--- config.mk ---
export PLATFORM = sky130hd
export DESIGN_NAME = xor_syndrome_pipe
export DESIGN_NICKNAME = d
export VERILOG_FILES = /design/src/rtl/xor_syndrome_pkg.sv /design/src/rtl/xor_syndrome_pipe_popcount_tree.sv /design/src/rtl/xor_syndrome_pipe.sv
export SDC_FILE = /design/constraint.sdc
export NUM_CORES = 1
export LEC_CHECK = 0
export ABC_AREA = 1
export BUFFER_PORTS_ARGS = -buffer_cell sky130_fd_sc_hd__buf_4
export CORE_UTILIZATION = 46
export DETAILED_ROUTE_END_ITERATION = 6
export PLACE_DENSITY = 0.88
export SLEW_MARGIN = 20
export SYNTH_ARGS = -nofsm -noshare
export SYNTH_HDL_FRONTEND = slang
export SYNTH_SLANG_ARGS = --single-unit
export TNS_END_PERCENT = 50
--- constraint.sdc ---
create_clock -name clk -period 1.2 [get_ports clk]
set_clock_uncertainty 0.05 [all_clocks]
set_input_delay 0.3 -clock clk [delete_from_list [all_inputs] [get_ports clk]]
set_output_delay 0.3 -clock clk [all_outputs]
set_load 0.005 [all_outputs]
--- src/rtl/xor_syndrome_pkg.sv ---
// xor_syndrome_pkg
// Shared constants, helpers and the default-width result bundle for the
// masked XOR syndrome pipeline and the popcount tree it uses.
//   clog2     : ceiling log2, usable in constant expressions
//   weight_w  : number of bits needed to hold a popcount of 0..width
//   syn_result_t : result bundle (diff, weight, parity, zero) at the default width
package xor_syndrome_pkg;

  localparam int DEF_WIDTH  = 23;
  localparam int DEF_STAGES = 2;

  function automatic int clog2(input int n);
    int r;
    r = 0;
    for (int i = 0; i < 31; i++) begin
      if ((1 << i) < n) r = i + 1;
    end
    return r;
  endfunction

  // A popcount of WIDTH bits ranges 0..WIDTH, hence WIDTH+1 distinct values.
  function automatic int weight_w(input int width);
    return clog2(width + 1);
  endfunction

  localparam int DEF_WW = weight_w(DEF_WIDTH);

  typedef struct packed {
    logic [DEF_WIDTH-1:0] diff;
    logic [DEF_WW-1:0]    weight;
    logic                 parity;
    logic                 zero;
  } syn_result_t;

endpackage

--- src/rtl/xor_syndrome_pipe_popcount_tree.sv ---
// popcount_tree
// Purely combinational population count; shared with the correction block.
//   din   [WIDTH-1:0] : vector to count
//   count [WW-1:0]    : number of ones in din (never overflows)
module popcount_tree
  import xor_syndrome_pkg::*;
#(
  parameter int WIDTH = DEF_WIDTH,
  parameter int WW    = weight_w(WIDTH)
) (
  input  logic [WIDTH-1:0] din,
  output logic [WW-1:0]    count
);

  // Written as a linear sum; synthesis rebalances it into an adder tree.
  always_comb begin
    count = '0;
    for (int i = 0; i < WIDTH; i++) begin
      count = count + WW'(din[i]);
    end
  end

endmodule

--- src/rtl/xor_syndrome_pipe.sv ---
// xor_syndrome_pipe
// Pipelined masked XOR comparator for the decoder datapath. Each accepted
// transaction yields diff = (a ^ b) & mask plus its Hamming weight, parity and
// zero flag, carried through STAGES register slots with valid/ready flow control.
//   clk, rst_n                 : clock, asynchronous active-low reset
//   in_valid/in_ready          : input handshake
//   in_a, in_b, in_mask        : operands and per-bit enable
//   out_valid/out_ready        : output handshake
//   out_diff/weight/parity/zero: result bundle from the last slot
//   stat_clr, err_count        : mismatch counter clear / value
// Build option: define XOR_SYNDROME_STATS_EN to enable the saturating mismatch
// counter; otherwise err_count is tied to 0 and stat_clr is ignored.
module xor_syndrome_pipe
  import xor_syndrome_pkg::*;
#(
  parameter int WIDTH  = DEF_WIDTH,
  parameter int STAGES = DEF_STAGES,
  parameter int CNT_W  = 16,
  localparam int WW    = weight_w(WIDTH)
) (
  input  logic             clk,
  input  logic             rst_n,
  input  logic             in_valid,
  output logic             in_ready,
  input  logic [WIDTH-1:0] in_a,
  input  logic [WIDTH-1:0] in_b,
  input  logic [WIDTH-1:0] in_mask,
  output logic             out_valid,
  input  logic             out_ready,
  output logic [WIDTH-1:0] out_diff,
  output logic [WW-1:0]    out_weight,
  output logic             out_parity,
  output logic             out_zero,
  input  logic             stat_clr,
  output logic [CNT_W-1:0] err_count
);

  typedef struct packed {
    logic [WIDTH-1:0] diff;
    logic [WW-1:0]    weight;
    logic             parity;
    logic             zero;
  } bundle_t;

  logic [WIDTH-1:0] in_diff;
  logic [WW-1:0]    in_weight;
  bundle_t          in_res;
  bundle_t          slot [1:STAGES];
  logic [STAGES:1]  v;
  logic [STAGES:1]  adv;

  assign in_diff = (in_a ^ in_b) & in_mask;

  popcount_tree #(.WIDTH(WIDTH), .WW(WW)) u_popcount (
    .din   (in_diff),
    .count (in_weight)
  );

  always_comb begin
    in_res.diff   = in_diff;
    in_res.weight = in_weight;
    in_res.parity = in_weight[0];
    in_res.zero   = (in_weight == '0);
  end

  // Ready chain from the output back: a slot may load when it is empty or when
  // its occupant moves on this cycle, so bubbles collapse.
  always_comb begin
    adv         = '0;
    adv[STAGES] = !v[STAGES] || out_ready;
    for (int k = STAGES - 1; k >= 1; k--) begin
      adv[k] = !v[k] || adv[k+1];
    end
  end

  assign in_ready = adv[1];

  // Payload only loads when the upstream slot actually holds data, so an
  // empty slot keeps its last contents instead of toggling.
  always_ff @(posedge clk or negedge rst_n) begin
    if (!rst_n) begin
      v <= '0;
      for (int k = 1; k <= STAGES; k++) slot[k] <= '0;
    end else begin
      if (adv[1]) begin
        v[1] <= in_valid;
        if (in_valid) slot[1] <= in_res;
      end
      for (int k = 2; k <= STAGES; k++) begin
        if (adv[k]) begin
          v[k] <= v[k-1];
          if (v[k-1]) slot[k] <= slot[k-1];
        end
      end
    end
  end

  assign out_valid  = v[STAGES];
  assign out_diff   = slot[STAGES].diff;
  assign out_weight = slot[STAGES].weight;
  assign out_parity = slot[STAGES].parity;
  assign out_zero   = slot[STAGES].zero;

`ifdef XOR_SYNDROME_STATS_EN
  logic [CNT_W-1:0] cnt_q;

  // Clear has priority over a same-cycle increment; count saturates at all-ones.
  always_ff @(posedge clk or negedge rst_n) begin
    if (!rst_n) begin
      cnt_q <= '0;
    end else if (stat_clr) begin
      cnt_q <= '0;
    end else if (out_valid && out_ready && !out_zero && (cnt_q != '1)) begin
      cnt_q <= cnt_q + CNT_W'(1);
    end
  end

  assign err_count = cnt_q;
`else
  logic stat_clr_unused;
  assign stat_clr_unused = stat_clr;
  assign err_count       = '0;
`endif

endmodule

==> results of run 1 <==
metrics by stage:
stage               hold WS [ps]  power (uW)  std cells  setup slack [ps]  area (um^2)
floorplan                  -45.6        5510        424             -3060         3690
global placement             260        6280        589             -3270         4330
detailed placement           264        6590        589             -3400         4330
CTS                          219        9330        618             -2960         4930
global route                 240       11000        625             -3230         5330
finish                       238       10400        625             -3110         5330
area by class of cell:
type / count / area share
multi-input cells: 271 / 0.363
flip-flops and latches: 60 / 0.282
repair buffers: 142 / 0.264
inverters: 37 / 0.0291
clock buffers: 10 / 0.0258
well taps: 99 / 0.0233
clock inverters: 6 / 0.0120
Yosys cell counts:
cell | count | area (um^2)
sky130_fd_sc_hd__buf_4 | 48 | 360
sky130_fd_sc_hd__xor2_1 | 9 | 78.8
sky130_fd_sc_hd__o21ai_1 | 3 | 15.0
sky130_fd_sc_hd__fa_1 | 16 | 320
sky130_fd_sc_hd__inv_1 | 36 | 135
sky130_fd_sc_hd__inv_4 | 1 | 6.26
sky130_fd_sc_hd__o21ai_2 | 15 | 131
sky130_fd_sc_hd__buf_6 | 5 | 56.3
sky130_fd_sc_hd__a21oi_1 | 2 | 10.0
sky130_fd_sc_hd__nor2_1 | 31 | 116
sky130_fd_sc_hd__nand2_1 | 122 | 458
sky130_fd_sc_hd__nand3_4 | 1 | 17.5
sky130_fd_sc_hd__clkbuf_1 | 1 | 3.75
sky130_fd_sc_hd__conb_1 | 1 | 3.75
sky130_fd_sc_hd__nand3_1 | 19 | 95.1
sky130_fd_sc_hd__ha_1 | 8 | 100
sky130_fd_sc_hd__buf_2 | 2 | 10.0
sky130_fd_sc_hd__o21ai_0 | 23 | 115
sky130_fd_sc_hd__nand2_4 | 1 | 11.3
sky130_fd_sc_hd__nand2_2 | 5 | 31.3
sky130_fd_sc_hd__dfrtp_1 | 60 | 1500
critical path, cell delays in order:
cell	delay [ps]
sky130_fd_sc_hd__buf_8	100
sky130_fd_sc_hd__nor2_4	90
sky130_fd_sc_hd__nor2_2	40
sky130_fd_sc_hd__ha_1	270
sky130_fd_sc_hd__inv_1	50
sky130_fd_sc_hd__fa_1	470
sky130_fd_sc_hd__inv_1	50
sky130_fd_sc_hd__fa_1	500
sky130_fd_sc_hd__fa_2	440
sky130_fd_sc_hd__fa_1	480
sky130_fd_sc_hd__inv_1	50
sky130_fd_sc_hd__fa_1	510
sky130_fd_sc_hd__inv_2	60
sky130_fd_sc_hd__ha_4	160
sky130_fd_sc_hd__fa_2	370
sky130_fd_sc_hd__nand2_1	100
sky130_fd_sc_hd__nand2_1	90
sky130_fd_sc_hd__a21oi_2	200
sky130_fd_sc_hd__nand3_1	120
sky130_fd_sc_hd__nand2_1	90
cells in the final DEF, fill, tap and decap left out, types with 2 or more instances in the layout:
cell	n
sky130_fd_sc_hd__buf_12	5
sky130_fd_sc_hd__buf_4	87
sky130_fd_sc_hd__buf_6	41
sky130_fd_sc_hd__buf_8	2
sky130_fd_sc_hd__clkbuf_16	5
sky130_fd_sc_hd__clkbuf_8	10
sky130_fd_sc_hd__clkinv_2	2
sky130_fd_sc_hd__clkinvlp_4	2
sky130_fd_sc_hd__conb_1	16
sky130_fd_sc_hd__dfrtp_1	59
sky130_fd_sc_hd__fa_1	14
sky130_fd_sc_hd__fa_2	2
sky130_fd_sc_hd__ha_1	6
sky130_fd_sc_hd__ha_4	2
sky130_fd_sc_hd__inv_1	33
sky130_fd_sc_hd__inv_2	3
sky130_fd_sc_hd__nand2_1	68
sky130_fd_sc_hd__nand2_2	37
sky130_fd_sc_hd__nand2_4	20
sky130_fd_sc_hd__nand2_8	3
sky130_fd_sc_hd__nand3_1	17
sky130_fd_sc_hd__nand3_2	2
sky130_fd_sc_hd__nor2_1	26
sky130_fd_sc_hd__nor2_2	3
sky130_fd_sc_hd__nor2_4	2
sky130_fd_sc_hd__o21ai_1	16
sky130_fd_sc_hd__o21ai_2	25
sky130_fd_sc_hd__xor2_1	9
where the power goes:
part / internal, uW / switching, uW / total (uW)
combinational: 2710 / 2910 / 5620
clock: 1010 / 870 / 1880
sequential: 2500 / 411 / 2910
metal layers:
metal,vias up,wire [um],part of all wire,track usage
li1,1429,-,-,-
met1,1547,3530,0.35,0.249
met2,139,5430,0.55,0.385
met3,42,508,0.051,0.0584
met4,0,469,0.047,0.0685
met5,-,0,0,0
worst max-delay path by stage:
stage                     to  slack, ps    start
detailed placement  slot[30]      -3400  in_a[1]
CTS                 slot[30]      -2960  in_b[0]
finish              slot[30]      -3110  in_b[0]
global placement    slot[30]      -3270  in_a[1]
floorplan           slot[30]      -3060  in_a[1]
global route        slot[30]      -3230  in_b[1]
state kept, by name, indices dropped and copies added (netlist names):
| name | flops |
|---|---|
| slot | 29 |
| v | 2 |
| out_weight | 5 |
| out_zero | 1 |
| out_diff | 23 |
cell families (layout without fill, tap and decap cells):
kind of cell / Yosys count / in the layout / share of synthesized area
xor gates and xnor gates: 9 / 9 / 0.0220
DFF: 60 / 60 / 0.420
other: 1 / 16 / 0.00105
and+or+nand+nor: 179 / 179 / 0.204
AOI/OAI and AO/OA: 43 / 43 / 0.0759
adders and majority gates: 24 / 24 / 0.118
buffers and inverters: 93 / 195 / 0.160
timing repair:
item                                    4_1_cts  5_1_grt
hold buffers                                  1        0
gates cloned                                  2        6
pin swaps                                    10       16
gates resized for setup                      81       87
endpoints found under the setup margin       69       92
endpoints found under the hold margin        60        0
setup buffers                                12        3
==> implementation parameters, run 1 <==
Parameter                              Value

Cells and area
  Count of nets after finishing ... 619
  Utilization after layout ... 0.723
  Area added between synthesis and finish ... 48.9%
  Share of cells above drive strength 1 ... 0.494
  Multi-input combinational cell area ... 1940 um^2
  Combined flip-flop and latch cell area ... 1500 um^2
  Filler cell count in the final layout ... 507
  Number of antenna repair diodes ... 0

Placed design
  Weighted congestion at the end of routability-driven global placement ... 0.958
  Number of I/O port buffers ... 104
  Post-detail-place hpwl ... 5700 um

Worst hold path
  Hold-critical path depth ... 3
  Worst hold start ... in_mask[4]
  HP Class ... in -> reg
  Endpoint of the worst hold-timing path ... slot[41]

STA
  Min Clock Period, post-route ... 4310 ps
  Final hold violation count ... 0
  RSZ-0062 raised after global routing ... yes
  Crit share post-route ... 3.59
  Number of endpoints failing setup at the final stage ... 81
  Achievable clock frequency ... 232 MHz
  Summed negative setup slack over all endpoints ... -22170 ps
  Slew Viols, Final ... 0
  Worst Setup Slack, final ... -3110 ps

Global routing
  Vias in the first global route ... 2995
  GRT overflow ... 0
  Antenna violations before repair ... 0
  Maximum number of pins on one net before global-route repair ... 61
  Global Route Usage Sum ... 0.215
  Global-route wire length before repair ... 13700 um

Synth
  Total of flip-flops plus latches after synthesis ... 60
  Sequential share of the synthesized area ... 0.420
  Number of instances in the synthesized netlist ... 409
  Library cells used by synthesis ... 21
  Average cell area after synthesis ... 8.75 um^2
  Cell area after synthesis ... 3580 um^2
  Number of warnings issued by yosys ... 0

Floorplanning
  Y dimension of the die ... 90.2 um
  Floorplan core area ... 7370 um^2
  Full die area ... 8130 um^2
  Floorplan row count ... 31
  Top Ports ... 122
  Die Wd ... 90.2 um
  Starting Density ... 0.485

Clock tree
  Max Root-Sink Buffers ... 2
  TritonCTS clock tree ... built
  H-tree depth ... 3
  Clock transition at the registers of the reported paths ... 70 ps
  Insertion delay to the later sink of the worst-skew pair ... 350 ps
  Root buffer cell ... sky130_fd_sc_hd__clkbuf_8
  Number of buffers added by the clock tree synthesis step ... 9
  CTS sink cnt ... 60

Critical path
  Worst-path maximum fanout ... 3
  Nature of the critical path endpoint ... register
  Number of cell instances on the worst register-to-register path ... 7
  Kind of critical path ... in -> reg
  Reg2reg start ... v[2]
  Required time of the critical path ... 1440 ps
  Reg-to-Reg End ... out_diff[7]
  CP arrival ... 4550 ps
  Worst setup slack for register-to-register paths ... -160 ps
  Worst Setup Start Kind ... primary input

Drt
  DRC violation total after the first TritonRoute iteration ... 175
  Total number of vias ... 3157
  Remaining routing DRC violations ... 0
  Final routed wire length divided by cell count ... 15.9 um
  Routed WL ... 9930 um
  Remaining number of nets flagged by the antenna check after routing ... 0
  First-pass DRT Iterations ... 4
  Via density ... 5.05

Power
  Peak supply drop ... 1230 uV
  Static leakage ... 0.00278 uW
  Power Density ... 1950 nW/um^2

Run
  Max-cap violations ... 0

Run status
  Outcome ... complete, but fails checks
  Violations in the final reports ... negative setup slack
Note: power is estimated with default switching activity, not from simulation.
==> run 2: changes to the inputs <==
--- a/config.mk
+++ b/config.mk
@@ -10,6 +10,8 @@
 export CORE_UTILIZATION = 46
 export DETAILED_ROUTE_END_ITERATION = 6
 export PLACE_DENSITY = 0.88
+export RECOVER_POWER = 50
+export SETUP_SLACK_MARGIN = 0.4
 export SLEW_MARGIN = 20
 export SYNTH_ARGS = -nofsm -noshare
 export SYNTH_HDL_FRONTEND = slang
==> constraint.sdc (replaced) <==
create_clock -name clk -period 1.2 [get_ports clk]
set_clock_uncertainty 0.05 [all_clocks]
set_input_delay 0.06 -clock clk [delete_from_list [all_inputs] [get_ports clk]]
set_output_delay 0.06 -clock clk [all_outputs]
set_load 0.005 [all_outputs]
==> run 2 against run 1 <==
  * The flow finishes with violations (negative hold slack, negative setup slack)
  * Global-route usage grew 5.5 points
  * Flip-flop and latch count is the same
  * Final area up 13%
  * Fmax up 2.9%
  * Count of clock-buffer cells in the layout up 2
  * Register-to-register slack gained 20 ps
  * Total power increased by 17%
  * Die area unchanged
  * Clock power up 27%
  * Worst hold slack worse by 250 ps
  * Combinational power up 21%
  * Core utilization rose by 9.3 points
  * Critical endpoint unchanged
  * Largest cell class unchanged
  * Highest routed layer is now met5
==> implementation parameters, run 2 (synthesis results as in run 1) <==
Parameter                              Value

Cells and area
  Number of antenna repair diodes ... 0 (unchanged)
  Share of cells above drive strength 1 ... 0.595 (+0.101)
  Utilization after layout ... 0.816 (+0.0932)
  Multi-input combinational cell area ... 2270 um^2 (+17%)
  Filler cell count in the final layout ... 355 (-30%)
  Combined flip-flop and latch cell area ... 1500 um^2 (about the same)
  Most common cell after layout, fill and taps aside ... sky130_fd_sc_hd__buf_4
  Register containing the most flip-flops in the final layout ... slot
  Area added between synthesis and finish ... 68.1%
  Flip-flop count of the largest register, all copies and words added ... 29 (unchanged)
  Count of nets after finishing ... 639 (+3.2%)
  Commonest non-fill, non-tap cells in the layout ... sky130_fd_sc_hd__buf_4, sky130_fd_sc_hd__dfrtp_1, sky130_fd_sc_hd__nand2_4, sky130_fd_sc_hd__nand2_1, sky130_fd_sc_hd__o21ai_2
  Non-Filler Instances ... 645 (+3.2%)

Power
  Comb power frac ... 0.557 (+0.017)
  Internal power summed over all cells ... 7120 uW (+15%)
  Fraction of power spent switching nets ... 0.417 (+0.0146)
  Fraction of power consumed by the clock network ... 0.196 (+0.015)
  Power, Total ... 12200 uW (+17%)
  Sequential share of power ... 0.247 (-0.033)
  Peak supply drop ... 1320 uV (+7.7%)
  Power Density ... 2030 nW/um^2 (+4.0%)
  P_sw ... 5100 uW (+22%)
  Static leakage ... 0.00319 uW (+14%)

STA
  Summed negative setup slack over all endpoints ... -20190 ps (+1980 ps)
  RSZ-0062 raised after global routing ... yes
  Transition time of the tightest slew-check pin ... 873 ps
  Final hold violation count ... 3 (+3)
  Number of endpoints failing setup at the final stage ... 56 (-31%)
  Crit share post-route ... 3.49 (-0.0996)
  Worst Setup Slack, final ... -2990 ps (+120 ps)
  Achievable clock frequency ... 239 MHz (+2.9%)
  Relative slew margins ... 0.418
  Worst hold slack ... -7.35 ps (-246 ps)
  Min Clock Period, post-route ... 4190 ps (-120 ps)
  Slew Viols, Final ... 0 (unchanged)

Clock tree
  Max Root-Sink Buffers ... 2 (unchanged)
  Clock transition at the registers of the reported paths ... 90 ps (+20 ps)
  CTS sink cnt ... 60 (unchanged)
  TritonCTS clock tree ... built
  Number of buffers added by the clock tree synthesis step ... 9 (unchanged)
  Hold buffer count at CTS ... 2 (+1)
  Root buffer cell ... sky130_fd_sc_hd__clkbuf_8
  H-tree depth ... 3 (unchanged)
  Insertion delay to the later sink of the worst-skew pair ... 370 ps (+20 ps)

Drt
  Routed WL ... 14100 um (+42%)
  Via density ... 5.40 (+6.9%)
  Final routed wire length divided by cell count ... 21.8 um (+37%)
  Remaining routing DRC violations ... 0 (unchanged)
  Total number of vias ... 3484 (+10%)
  First-pass DRT Iterations ... 5 (+1)
  Remaining number of nets flagged by the antenna check after routing ... 0 (unchanged)
  DRC violation total after the first TritonRoute iteration ... 351 (+100%)

Run
  Max-cap violations ... 0 (unchanged)

Global routing
  Antenna violations before repair ... 1 (+1)
  Global Route Usage Sum ... 0.271 (+0.0554)
  Maximum number of pins on one net before global-route repair ... 32 (-48%)
  GRT overflow ... 0 (unchanged)
  Vias in the first global route ... 3341 (+12%)
  Global-route wire length before repair ... 16600 um (+21%)

Critical path
  CP arrival ... 4460 ps (-90 ps)
  Worst-path maximum fanout ... 2 (-1)
  Worst Setup Start Kind ... primary input
  Kind of critical path ... in -> reg
  Required time of the critical path ... 1470 ps (+30 ps)
  Nature of the critical path endpoint ... register

Run status
  Outcome ... complete, but fails checks
  Violations in the final reports ... negative hold slack, negative setup slack

Placed design
  Post-detail-place hpwl ... 6060 um (+6.2%)
  Cell Count Post-Placement ... 599 (+1.7%)
  Number of I/O port buffers ... 104 (unchanged)
  Weighted congestion at the end of routability-driven global placement ... 0.911 (-4.9%)
  Worst slack at placement ... -3110 ps (+290 ps)

Floorplanning
  Floorplan row count ... 31 (unchanged)
  Top Ports ... 122 (unchanged)
  Floorplan core area ... 7370 um^2 (unchanged)
  Full die area ... 8130 um^2 (unchanged)
  Starting Density ... 0.485 (unchanged)
  Die Wd ... 90.2 um (unchanged)
  Y dimension of the die ... 90.2 um (unchanged)

Worst hold path
  HP Class ... in -> reg
[run 2: changes by cell type in the layout (fill, tap and decap cells not counted), moves of 11 or more]
cell	change
sky130_fd_sc_hd__buf_4	+24
sky130_fd_sc_hd__nand2_1	-23
sky130_fd_sc_hd__nand2_4	+28
sky130_fd_sc_hd__nand3_1	-13
sky130_fd_sc_hd__buf_6	-22
sky130_fd_sc_hd__nand3_2	+11
[run 2: cell type report]
class / instances / share of cell area
well taps: 99 / 0.0206
flip-flops and latches: 60 / 0.250
inverters: 37 / 0.0252
multi-input cells: 271 / 0.378
clock inverters: 4 / 0.0158
clock buffers: 12 / 0.0258
repair buffers: 162 / 0.285
[run 2: stage by stage]
step | instance area (um^2) | hold WS, ps
floorplan | 3720 | -286
global placement | 4450 | -36.0
detailed placement | 4450 | -27.4
CTS | 5460 | -37.4
global route | 6010 | -2.82
finish | 6010 | -7.35
[run 2: worst paths after layout]
path | slack [ps] | depth (start not counted) | startpoint | endpoint
min reg2reg | 470 | 2 | out_diff[15] | out_diff[15]
min | -7 | 3 | in_mask[18] | slot[55]
max reg2reg | -140 | 7 | v[2] | slot[42]
min in group asynchronous | 290 | 2 | rst_n | out_diff[17]
max | -2990 | 20 | in_a[0] | slot[30]
max in group asynchronous | 120 | 3 | rst_n | slot[32]
[run 2: timing repair]
action,4_1_cts,5_1_grt
cloned,10,2
resized for setup,109,119
setup endpoints to repair,92,122
pin swaps,9,19
hold endpoints to repair,63,1
buffers inserted,13,3
[run 2: layer usage]
metal | vias up | global-route usage | share of wire
met5 | - | 0 | 0.00093
met4 | 2 | 0.142 | 0.048
met3 | 55 | 0.0516 | 0.065
met2 | 207 | 0.483 | 0.52
met1 | 1742 | 0.305 | 0.37
li1 | 1478 | - | -
[run 2: critical path, cell delays in order]
cell and delay (ps):
sky130_fd_sc_hd__buf_6 110, sky130_fd_sc_hd__nor2_4 110, sky130_fd_sc_hd__nor2_4 50, sky130_fd_sc_hd__ha_4 250, sky130_fd_sc_hd__inv_2 30, sky130_fd_sc_hd__fa_1 460
sky130_fd_sc_hd__inv_1 50, sky130_fd_sc_hd__fa_1 500, sky130_fd_sc_hd__fa_1 440, sky130_fd_sc_hd__fa_1 570, sky130_fd_sc_hd__inv_2 70, sky130_fd_sc_hd__fa_1 550
sky130_fd_sc_hd__inv_2 60, sky130_fd_sc_hd__ha_4 170, sky130_fd_sc_hd__fa_2 460, sky130_fd_sc_hd__nor2_1 120, sky130_fd_sc_hd__nand3_1 90, sky130_fd_sc_hd__nor2_1 120
sky130_fd_sc_hd__nand3_1 80, sky130_fd_sc_hd__nand2_1 80
[run 2: power by group through the flow]
stage          registers, uW  clock network [uW]  logic (uW)
3_5_place_dp            2800                   0        3970
6_report                3020                2390        6810
2_1_floorplan           2710                   0        2840
4_1_cts                 2840                2320        4940
5_1_grt                 3030                2470        7150
3_3_place_gp            2770                   0        3700
==> run 3: changes to the inputs <==
--- a/config.mk
+++ b/config.mk
@@ -9,9 +9,10 @@
 export BUFFER_PORTS_ARGS = -buffer_cell sky130_fd_sc_hd__buf_4
 export CORE_UTILIZATION = 46
 export DETAILED_ROUTE_END_ITERATION = 6
+export GPL_TIMING_DRIVEN = 0
 export PLACE_DENSITY = 0.88
 export RECOVER_POWER = 50
-export SETUP_SLACK_MARGIN = 0.4
+export SETUP_SLACK_MARGIN = 0.5
 export SLEW_MARGIN = 20
 export SYNTH_ARGS = -nofsm -noshare
 export SYNTH_HDL_FRONTEND = slang
==> constraint.sdc (replaced) <==
create_clock -name clk -period 1.2 [get_ports clk]
set_clock_uncertainty 0.05 [all_clocks]
set_input_delay 0.18 -clock clk [delete_from_list [all_inputs] [get_ports clk]]
set_output_delay 0.18 -clock clk [all_outputs]
set_load 0.005 [all_outputs]
==> run 3 against run 2 <==
  * The run still ends with negative hold slack, negative setup slack left
  * Non-clock buffer count increased by 37
  * Wire length decreased by 5.8%
  * Count of clock-buffer cells in the layout unchanged
  * Largest power group unchanged
  * Setup slack got worse by 170 ps
  * Register-to-register slack got worse by 40 ps
  * Worst hold slack got worse by 100 ps
  * Total power decreased by 7.3%
  * Core utilization increased by 0.66 points
==> implementation parameters, run 3 (synthesis results as in run 1) <==
Parameter                              Value

Run status
  Outcome ... complete, but fails checks
  Violations in the final reports ... negative hold slack, negative setup slack

Cells and area
  Share of cells above drive strength 1 ... 0.544 (-0.0515)
  Most common cell after layout, fill and taps aside ... sky130_fd_sc_hd__buf_4
  Area added between synthesis and finish ... 69.5%
  Register containing the most flip-flops in the final layout ... slot
  Commonest non-fill, non-tap cells in the layout ... sky130_fd_sc_hd__buf_4, sky130_fd_sc_hd__nand2_1, sky130_fd_sc_hd__buf_6, sky130_fd_sc_hd__dfrtp_1, sky130_fd_sc_hd__inv_1
  Flip-flop count of the largest register, all copies and words added ... 29 (unchanged)
  Non-Filler Instances ... 682 (+5.7%)
  Filler cell count in the final layout ... 340 (-4.2%)
  Number of antenna repair diodes ... 0 (unchanged)
  Count of nets after finishing ... 676 (+5.8%)

Power
  Fraction of power spent switching nets ... 0.400 (-0.0169)
  Sequential share of power ... 0.256 (+0.009)
  Internal power summed over all cells ... 6790 uW (-4.7%)
  Peak supply drop ... 1120 uV (-16%)
  Fraction of power consumed by the clock network ... 0.170 (-0.026)
  Power Density ... 1870 nW/um^2 (-8.1%)
  Static leakage ... 0.00322 uW (+1.1%)
  P_sw ... 4530 uW (-11%)
  Comb power frac ... 0.574 (+0.017)

Floorplanning
  Floorplan row count ... 31 (unchanged)
  Starting Density ... 0.485 (unchanged)
  Floorplan core area ... 7370 um^2 (unchanged)
  Top Ports ... 122 (unchanged)
  Y dimension of the die ... 90.2 um (unchanged)
  Full die area ... 8130 um^2 (unchanged)
  Die Wd ... 90.2 um (unchanged)

Clock tree
  Clock transition at the registers of the reported paths ... 80 ps (about the same)
  Root buffer cell ... sky130_fd_sc_hd__clkbuf_8
  Number of buffers added by the clock tree synthesis step ... 9 (unchanged)
  CTS sink cnt ... 60 (unchanged)
  H-tree depth ... 3 (unchanged)
  Max Root-Sink Buffers ... 2 (unchanged)
  TritonCTS clock tree ... built
  Insertion delay to the later sink of the worst-skew pair ... 360 ps (about the same)

Drt
  DRC violation total after the first TritonRoute iteration ... 253 (-28%)
  Final routed wire length divided by cell count ... 19.4 um (-11%)
  Total number of vias ... 3679 (+5.6%)
  First-pass DRT Iterations ... 5 (unchanged)
  Remaining number of nets flagged by the antenna check after routing ... 0 (unchanged)
  Routed WL ... 13200 um (-5.8%)
  Remaining routing DRC violations ... 0 (unchanged)
  Via density ... 5.39 (-0.13%)

Placed design
  Weighted congestion at the end of routability-driven global placement ... 0.836 (-8.3%)
  Post-detail-place hpwl ... 6140 um (+1.3%)
  Number of I/O port buffers ... 104 (unchanged)
  Cell Count Post-Placement ... 627 (+4.7%)

Critical path
  CP arrival ... 4620 ps (+160 ps)
  Kind of critical path ... in -> reg
  Required time of the critical path ... 1450 ps (-20 ps)
  CP max stage cell ... sky130_fd_sc_hd__fa_2
  Worst-path maximum fanout ... 2 (unchanged)
  Cell family with most CP delay ... adder cells
  Worst path cell trace ... buf_8 > nor2_4 > nor2_4 > ha_4 > inv_2 > fa_1 > inv_2 > fa_2 > fa_1 > fa_1 > inv_2 > fa_1 > inv_2 > ha_4 > fa_2 > nor2_2 > nand3_1 > nor2_1 > nand3_1 > nand2_1
  Nature of the critical path endpoint ... register
  Buffers & Inverters on Critical Path ... 5 (unchanged)
  Worst Setup Start Kind ... primary input
  Biggest cell delay along the critical path ... 570 ps (about the same)

STA
  Crit share post-route ... 3.64 (+0.145)
  Number of endpoints failing setup at the final stage ... 79 (+41%)
  Worst hold slack ... -111 ps (-104 ps)
  Achievable clock frequency ... 229 MHz (-4.0%)
  Slew Viols, Final ... 0 (unchanged)
  Relative slew margins ... 0.440 (+0.0220)
  Min Clock Period, post-route ... 4370 ps (+174 ps)
  RSZ-0062 raised after global routing ... yes
  Worst Setup Slack, final ... -3170 ps (-174 ps)
  Transition time of the tightest slew-check pin ... 840 ps (-33.0 ps)
  Final hold violation count ... 60 (+57)

Global routing
  Global Route Usage Sum ... 0.278 (+0.00718)
  GRT overflow ... 0 (unchanged)
  Vias in the first global route ... 3567 (+6.8%)
  Antenna violations before repair ... 0 (-1)
  Maximum number of pins on one net before global-route repair ... 61 (+91%)
  Global-route wire length before repair ... 17300 um (+4.3%)

Worst hold path
  HP Class ... in -> async

Run
  Max-cap violations ... 0 (unchanged)
-- run 3: cell types whose count changed in the layout (fill, tap and decap cells not counted), sizes merged --
| cell | change |
|---|---|
| buf | +38 |
| bufinv | -2 |
| clkbuf | +1 |
| clkinvlp | +1 |
| dlygate4sd3 | -2 |
| clkinv | +1 |
-- run 3: worst paths after layout --
check / startpoint / depth (start not counted) / slack (ps) / to
worst max-delay path: in_b[1] / 20 / -3170 / slot[30]
worst min-delay path: rst_n / 1 / -110 / v[2]
worst max register to register: v[1] / 8 / -180 / slot[46]
worst min register to register: out_zero / 2 / 450 / out_zero
max in group asynchronous: rst_n / 1 / 650 / v[2]
min in group clk: in_mask[22] / 3 / 100 / slot[59]
-- run 3: stage by stage --
stage	TNS (ps)	instance area, um^2	util	total power, uW	worst slack, ps
6_report	-22520	6060	0.823	11300	-3170
5_1_grt	-25130	6060	0.823	11800	-3210
4_1_cts	-18150	5590	0.758	9730	-2930
3_5_place_dp	-19720	4640	0.630	6960	-3390
3_3_place_gp	-18500	4640	0.630	6690	-3300
2_1_floorplan	-16290	3740	-	5560	-2940
-- run 3: worst reg2reg max path: cells and delay by family (launching register included) --
| family | cells | cell delay, ps |
|---|---|---|
| AOI/OAI and AO/OA | 1 | 60 |
| DFF | 1 | 350 |
| and+or+nand+nor | 3 | 350 |
| buffers and inverters | 4 | 470 |
-- run 3: final cells by class --
| class | instances | area [um^2] | area share |
|---|---|---|---|
| Buffer | 56 | 619 | 0.102 |
| Clock buffer | 12 | 155 | 0.0256 |
| Clock inverter | 4 | 47.5 | 0.00784 |
| Inverter | 37 | 151 | 0.0250 |
| Multi-Input combinational cell | 271 | 2000 | 0.330 |
| Sequential cell | 60 | 1500 | 0.248 |
| Tap cell | 99 | 124 | 0.0204 |
| Timing Repair Buffer | 143 | 1460 | 0.241 |
-- run 3: power groups by stage --
stage | logic (uW) | registers (uW) | clock network (uW)
2_1_floorplan | 2850 | 2710 | 0
3_3_place_gp | 3920 | 2760 | 0
3_5_place_dp | 4180 | 2780 | 0
4_1_cts | 5050 | 2800 | 1870
5_1_grt | 6850 | 2930 | 2010
6_report | 6490 | 2900 | 1930
-- run 3: layer usage --
metal / up-vias / track usage / wire length (um)
li1: 1543 / - / -
met1: 1765 / 0.308 / 4570
met2: 281 / 0.483 / 6630
met3: 90 / 0.0719 / 1170
met4: 0 / 0.156 / 868
met5: - / 0 / 0
-- run 3: what timing repair did --
action,in CTS,in global routing
setup endpoints to repair,92,92
endpoints found under the hold margin,60,60
buffers inserted,20,11
pin swaps,10,10
cloned,5,3
resized for setup,116,84
